**src/rtl/uart_pkg.sv**
```systemverilog
`default_nettype none
// ============================================================================
// uart_pkg : shared UART states, parity-mode codes and line constants
// Rev 1.0
// ============================================================================
package uart_pkg;

  typedef enum logic [2:0] {
    IDLE   = 3'd0,
    START  = 3'd1,
    DATA   = 3'd2,
    PARITY = 3'd3,
    STOP   = 3'd4
  } uart_state_t;

  localparam logic [1:0] PAR_NONE = 2'b00;
  localparam logic [1:0] PAR_EVEN = 2'b01;
  localparam logic [1:0] PAR_ODD  = 2'b10;

  localparam logic TX_IDLE = 1'b1;

  // Words are zero-extended to 9 bits; the padding does not change the XOR.
  function automatic logic calc_parity(input logic [8:0] data, input logic [1:0] mode);
    return (mode == PAR_ODD) ? ~(^data) : (^data);
  endfunction

  function automatic logic parity_enabled(input logic [1:0] mode);
    return (mode == PAR_EVEN) || (mode == PAR_ODD);
  endfunction

endpackage
`default_nettype wire

```
**src/rtl/uart_tx_serializer_if.sv**
```systemverilog
`default_nettype none
// ============================================================================
// uart_tx_serializer_if : word handshake and serial line bundle
// Rev 1.0
// ============================================================================
interface uart_tx_serializer_if #(
  parameter int DATA_BITS = 8
);
  logic [DATA_BITS-1:0] in_data;
  logic                 in_valid;
  logic                 in_ready;
  logic [1:0]           parity_mode;
  logic                 two_stop;
  logic                 tx;
  logic                 busy;

  modport master (
    output in_data, in_valid, parity_mode, two_stop,
    input  in_ready, tx, busy
  );

  modport slave (
    input  in_data, in_valid, parity_mode, two_stop,
    output in_ready, tx, busy
  );
endinterface
`default_nettype wire

```
**src/rtl/uart_baud_counter.sv**
```systemverilog
`default_nettype none
// ============================================================================
// uart_baud_counter : free-running bit-period counter with bit_done strobe
// Rev 1.0
// ============================================================================
module uart_baud_counter #(
  parameter int CLKS_PER_BIT = 16,
  parameter int CNT_W        = $clog2(CLKS_PER_BIT)
) (
  input  logic clk,
  input  logic reset,
  input  logic clear,
  output logic bit_done
);
  localparam logic [CNT_W-1:0] c_last = CNT_W'(CLKS_PER_BIT - 1);

  logic [CNT_W-1:0] r_count;

  always_ff @(posedge clk) begin
    if (!reset || clear) begin
      r_count <= '0;
    end else if (r_count == c_last) begin
      r_count <= '0;
    end else begin
      r_count <= r_count + 1'b1;
    end
  end

  assign bit_done = !clear && (r_count == c_last);

endmodule
`default_nettype wire

```
**src/rtl/uart_tx_serializer.sv**
```systemverilog
`default_nettype none
// ============================================================================
// uart_tx_serializer : framed UART transmitter with valid/ready word input
// Rev 1.0
// ============================================================================
module uart_tx_serializer
  import uart_pkg::*;
#(
  parameter int DATA_BITS    = 8,
  parameter int CLKS_PER_BIT = 16,
  parameter int CNT_W        = $clog2(CLKS_PER_BIT)
) (
  input  logic                  clk,
  input  logic                  reset,
  uart_tx_serializer_if.slave   bus
);
  localparam int              BIDX_W     = $clog2(DATA_BITS + 1);
  localparam logic [BIDX_W-1:0] c_last_bit = BIDX_W'(DATA_BITS - 1);

  uart_state_t            r_state, w_state_next;
  logic [DATA_BITS-1:0]   r_shift, w_shift_next;
  logic [BIDX_W-1:0]      r_bit_idx, w_bit_idx_next;
  logic                   r_stop_idx, w_stop_idx_next;
  logic                   r_par_en, w_par_en_next;
  logic                   r_par_bit, w_par_bit_next;
  logic                   r_two_stop, w_two_stop_next;
  logic                   r_tx, w_tx_next;
  logic                   w_bit_done;
  logic                   w_last_stop;
  logic                   w_in_ready;
  logic                   w_accept;

  uart_baud_counter #(
    .CLKS_PER_BIT (CLKS_PER_BIT),
    .CNT_W        (CNT_W)
  ) u_baud (
    .clk      (clk),
    .reset    (reset),
    .clear    (r_state == IDLE),
    .bit_done (w_bit_done)
  );

  // Ready on the final stop cycle lets the next frame start with no idle gap.
  assign w_last_stop = (r_state == STOP) && w_bit_done && (!r_two_stop || r_stop_idx);
  assign w_in_ready  = (r_state == IDLE) || w_last_stop;
  assign w_accept    = bus.in_valid && w_in_ready;

  always_ff @(posedge clk) begin
    if (!reset) begin
      r_state    <= IDLE;
      r_shift    <= '0;
      r_bit_idx  <= '0;
      r_stop_idx <= 1'b0;
      r_par_en   <= 1'b0;
      r_par_bit  <= 1'b0;
      r_two_stop <= 1'b0;
      r_tx       <= TX_IDLE;
    end else begin
      r_state    <= w_state_next;
      r_shift    <= w_shift_next;
      r_bit_idx  <= w_bit_idx_next;
      r_stop_idx <= w_stop_idx_next;
      r_par_en   <= w_par_en_next;
      r_par_bit  <= w_par_bit_next;
      r_two_stop <= w_two_stop_next;
      r_tx       <= w_tx_next;
    end
  end

  always_comb begin
    w_state_next    = r_state;
    w_shift_next    = r_shift;
    w_bit_idx_next  = r_bit_idx;
    w_stop_idx_next = r_stop_idx;
    w_par_en_next   = r_par_en;
    w_par_bit_next  = r_par_bit;
    w_two_stop_next = r_two_stop;
    w_tx_next       = TX_IDLE;

    case (r_state)
      IDLE: ;
      START: begin
        if (w_bit_done) begin
          w_state_next   = DATA;
          w_bit_idx_next = '0;
        end
      end
      DATA: begin
        if (w_bit_done) begin
          w_shift_next = r_shift >> 1;
          if (r_bit_idx == c_last_bit) begin
            w_bit_idx_next  = '0;
            w_stop_idx_next = 1'b0;
            w_state_next    = r_par_en ? PARITY : STOP;
          end else begin
            w_bit_idx_next = r_bit_idx + 1'b1;
          end
        end
      end
      PARITY: begin
        if (w_bit_done) begin
          w_state_next    = STOP;
          w_stop_idx_next = 1'b0;
        end
      end
      STOP: begin
        if (w_bit_done) begin
          if (r_two_stop && !r_stop_idx) begin
            w_stop_idx_next = 1'b1;
          end else begin
            w_state_next = IDLE;
          end
        end
      end
      default: w_state_next = IDLE;
    endcase

    // Capture overrides the end-of-frame return to IDLE.
    if (w_accept) begin
      w_state_next    = START;
      w_shift_next    = bus.in_data;
      w_bit_idx_next  = '0;
      w_stop_idx_next = 1'b0;
      w_par_en_next   = parity_enabled(bus.parity_mode);
      w_par_bit_next  = calc_parity(9'(bus.in_data), bus.parity_mode);
      w_two_stop_next = bus.two_stop;
    end

    case (w_state_next)
      START:   w_tx_next = 1'b0;
      DATA:    w_tx_next = w_shift_next[0];
      PARITY:  w_tx_next = w_par_bit_next;
      default: w_tx_next = TX_IDLE;
    endcase
  end

  assign bus.tx       = r_tx;
  assign bus.busy     = (r_state != IDLE);
  assign bus.in_ready = w_in_ready;

endmodule
`default_nettype wire
```
**src/flat_wrapper.sv**
```systemverilog
// flat-port wrapper written by rule: the top's interface ports become plain ports
module uart_tx_serializer_flat import uart_pkg::*;
#(
  parameter int DATA_BITS    = 8,
  parameter int CLKS_PER_BIT = 16,
  parameter int CNT_W        = $clog2(CLKS_PER_BIT)
)
  (clk, reset, bus_in_data, bus_in_valid, bus_parity_mode, bus_two_stop, bus_in_ready, bus_tx, bus_busy);
  uart_tx_serializer_if #(.DATA_BITS(DATA_BITS)) bus_i ();
  input  logic clk;
  input  logic reset;
  input wire logic [$bits(bus_i.in_data)-1:0] bus_in_data;
  input wire logic [$bits(bus_i.in_valid)-1:0] bus_in_valid;
  input wire logic [$bits(bus_i.parity_mode)-1:0] bus_parity_mode;
  input wire logic [$bits(bus_i.two_stop)-1:0] bus_two_stop;
  output wire logic [$bits(bus_i.in_ready)-1:0] bus_in_ready;
  output wire logic [$bits(bus_i.tx)-1:0] bus_tx;
  output wire logic [$bits(bus_i.busy)-1:0] bus_busy;
  assign bus_i.in_data = bus_in_data;
  assign bus_i.in_valid = bus_in_valid;
  assign bus_i.parity_mode = bus_parity_mode;
  assign bus_i.two_stop = bus_two_stop;
  assign bus_in_ready = bus_i.in_ready;
  assign bus_tx = bus_i.tx;
  assign bus_busy = bus_i.busy;
  uart_tx_serializer #(.DATA_BITS(DATA_BITS), .CLKS_PER_BIT(CLKS_PER_BIT), .CNT_W(CNT_W)) u_core (.clk(clk), .reset(reset), .bus(bus_i));
endmodule
```
**config.mk**
```make
export PLATFORM = sky130hd
export DESIGN_NAME = uart_tx_serializer_flat
export DESIGN_NICKNAME = d
export VERILOG_FILES = /design/src/rtl/uart_pkg.sv /design/src/rtl/uart_tx_serializer_if.sv /design/src/rtl/uart_baud_counter.sv /design/src/rtl/uart_tx_serializer.sv /design/src/flat_wrapper.sv
export SDC_FILE = /design/constraint.sdc
export NUM_CORES = 1
export LEC_CHECK = 0
export BUFFER_PORTS_ARGS = -buffer_cell sky130_fd_sc_hd__buf_2
export CAP_MARGIN = 0
export CORE_UTILIZATION = 30
export CTS_CLUSTER_DIAMETER = 150
export CTS_CLUSTER_SIZE = 40
export DETAILED_ROUTE_END_ITERATION = 10
export GPL_TIMING_DRIVEN = 0
export PLACE_DENSITY_LB_ADDON = 0.05
export SETUP_SLACK_MARGIN = 0.2
export SYNTH_ARGS = -nofsm -noshare
export SYNTH_HDL_FRONTEND = slang
export SYNTH_SLANG_ARGS = --single-unit
```
**constraint.sdc**
```tcl
create_clock -name clk -period 2.45 [get_ports clk]
set_input_delay 0.49 -clock clk [delete_from_list [all_inputs] [get_ports clk]]
set_output_delay 0.49 -clock clk [all_outputs]
set_load 0.02 [all_outputs]
```
==> flow_metrics.tcl <==
set metrics [dict create \
    irDropWorstVdd_mv 0.264 \
    path_class "flop to output port" \
    cts_inserted_buffers 3 \
    crit_chain "ha_1 -> nand3_1 -> o21ai_0 -> and2_1 -> buf_2" \
    fin_crit_ns 2.11 \
    power.leakage_nw 0.574 \
    ys_ff_latch 24 \
    synth_cell_types 40 \
    synthTopCellsByArea "dfxtp_1 40%, nor2_1 8.3%, nand2_1 6.8%, a311oi_1 4.3%, xnor2_1 3.6%" \
    grt_pass1_vias 1021 \
    num_rows 22 \
    die_area_sq_um 4310 \
    skew_ns 0.00390 \
    cp.required_ns 1.96 \
    cts.path.max_buffers 2 \
    synth_warnings 0 \
    vias 1041 \
    syn_area_sq_um 1210 \
    final-max-slew-violation-count 0 \
    fillers 387 \
    area.growth.synth_to_final_pct 16.5 \
    syn_avg_cell_area_sq_um 8.32 \
    clock.fmax_mhz 474 \
    synth_nets 163 \
    cts_root_buffer "clkbuf_8" \
    cts_tree "built" \
    nNetsFinal 184 \
    yosys-top-cells-count "27 x nor2_1, 24 x dfxtp_1, 22 x nand2_1, 8 x a21oi_1" \
    grt-busiest-layer "met2" \
    cp_max_fo 3 \
    placed_area_sq_um 1360 \
    grtUsageMet2 0.217 \
    synthFlopType "dfxtp_1" \
    yosysTopAreaCell "dfxtp_1" \
    multi_input_area_sq_um 699 \
    cp-start-kind "flop" \
    min_period_over_period 0.861 \
    regArea_sq_um 480 \
    port_buffers 16 \
    maxCapViolCount 0 \
    drtIter0Drc 63 \
    antenna_cells 0 \
    yosysMostFrequentCell "nor2_1" \
    reg2reg_depth 6 \
    antenna_found_initial 0 \
    total_power_uw 836 \
    syn_inst 146 \
    ant_nets 0 \
    worstHoldPathCells 1 \
    use_met1 0.207 \
    fin_area_sq_um 1420 \
    ios 17 \
    routed_wirelength_microns 2780 \
    grt_use_total 0.146 \
    fp.coreArea_sq_um 3770 \
    async_flop_share 0 \
    grt_pass1_wl_microns 4800 \
    yosysSeqAreaShare 0.395 \
    grt_start_max_net_pins 14 \
    viasPerCell 4.86 \
    powerDensity_nw_per_um2 591 \
    slowest_stage "dfxtp_1" \
    dp_hpwl_microns 2110 \
    gp_congestion 0.762 \
    clk_pin_slew_ns 0.09 \
    htreeDepth 1 \
    synth-edff-count 0 \
    worstMarginPinSlew_ns 0.623 \
    rsz0062_at_grt "no" \
    overflow 0 \
    cts_setup_buffers 0 \
    hold_viol 0 \
    cts-hold-fix-buffers 0 \
    die_h_microns 65.6 \
    arrival_ns 1.62 \
    hold_class "flop to flop" \
    grt_util_met3 0.0434 \
    clkLatencyLatePin_ns 0.26 \
    initial_core_util 0.322 \
    wl_per_cell_microns 13.0 \
    endpoint_kind "output port" \
    die_width_microns 65.6 \
    final.setup.tns_ns 0 \
    yosysTopAreaCellShare 0.395 \
    maxSlewHeadroom 0.583 \
    drc_errors 0 \
    cts.sinks 24 \
    setup_viol 0 \
    status "finished clean" \
    first_pass_iters 4 \
    layout-drive-gt1-share 0.169 \
    slowest_delay_ns 0.36 \
]
-- repair_timing --
| item | in CTS | in global routing |
|---|---|---|
| endpoints found under the setup margin | 0 | 1 |
| hold endpoints to repair | 0 | 0 |
| resized for setup | 0 | 2 |
-- critical path: cells and delay by family (launching register included) --
| family | cells | cell delay, ns |
|---|---|---|
| AOI/OAI and AO/OA | 1 | 0.33 |
| adders and majority gates | 1 | 0.21 |
| buffers and inverters | 1 | 0.16 |
| DFF | 1 | 0.36 |
| and+or+nand+nor | 2 | 0.29 |
-- layout make-up --
type | count | area share
Inverter | 3 | 0.00796
Clock buffer | 4 | 0.0389
Buffer | 5 | 0.0203
Timing Repair Buffer | 16 | 0.0566
Tap cell | 48 | 0.0424
Sequential cell | 24 | 0.340
Multi-Input combinational cell | 114 | 0.494
-- cell usage in the layout, fill, tap and decap left out, types with 4 or more instances in the layout --
master	netlist	final
a21oi_1	8	8
a311oi_1	6	6
buf_2	2	18
clkbuf_8	0	4
dfxtp_1	24	24
nand2_1	22	22
nand3_1	6	5
nor2_1	27	27
xnor2_1	5	5
-- power breakdown --
part	leakage (nW)	internal (mW)	switching (mW)
Sequential	0.196	0.415	0.0167
Combinational	0.348	0.0615	0.0745
Clock	0.0288	0.143	0.126
Total	0.574	0.620	0.217
-- cell families after synthesis --
logic type                 share of synthesized area
and+or+nand+nor                                0.288
AOI/OAI and AO/OA                              0.149
DFF                                            0.395
xor gates and xnor gates                      0.0762
buffers and inverters                         0.0330
adders and majority gates                     0.0309
muxes                                         0.0268
-- sequential cells by signal, indices dropped and copies added, names as in the netlist --
| register | flops |
|---|---|
| u_core.r_stop_idx | 1 |
| u_core.u_baud.r_count | 4 |
| u_core.r_par_bit | 1 |
| u_core.r_two_stop | 1 |
| u_core.r_state | 3 |
| u_core.r_shift | 8 |
| u_core.bus.tx | 1 |
| u_core.r_par_en | 1 |
| u_core.r_bit_idx | 4 |
-- per-stage QoR --
stage / setup WS, ns / hold slack [ns] / instances / utilization
2_1_floorplan: 0.689 / 0.418 / 146 / -
3_3_place_gp: 0.480 / 0.433 / 210 / 0.359
3_5_place_dp: 0.441 / 0.450 / 210 / 0.359
4_1_cts: 0.376 / 0.456 / 214 / 0.374
5_1_grt: 0.209 / 0.452 / 214 / 0.375
6_report: 0.342 / 0.456 / 214 / 0.375
-- final timing paths --
kind / start / endpoint / slack (ns)
setup / recovery: u_core.u_baud.r_count[0]$_SDFF_PP0_ / bus_in_ready / 0.34
hold / removal: u_core.u_baud.r_count[0]$_SDFF_PP0_ / u_core.u_baud.r_count[0]$_SDFF_PP0_ / 0.46
setup reg to reg: u_core.u_baud.r_count[0]$_SDFF_PP0_ / u_core.r_shift[1]$_SDFFE_PN0P_ / 0.51
hold reg to reg: u_core.u_baud.r_count[0]$_SDFF_PP0_ / u_core.u_baud.r_count[0]$_SDFF_PP0_ / 0.46
-- routing by layer --
layer / up-vias / share of wire / wire length (microns)
met5: - / 0 / 0
met4: 0 / 0.0065 / 18
met3: 2 / 0.040 / 110
met2: 16 / 0.40 / 1120
met1: 474 / 0.55 / 1530
li1: 549 / - / -
Note: power is estimated with default switching activity, not from simulation.
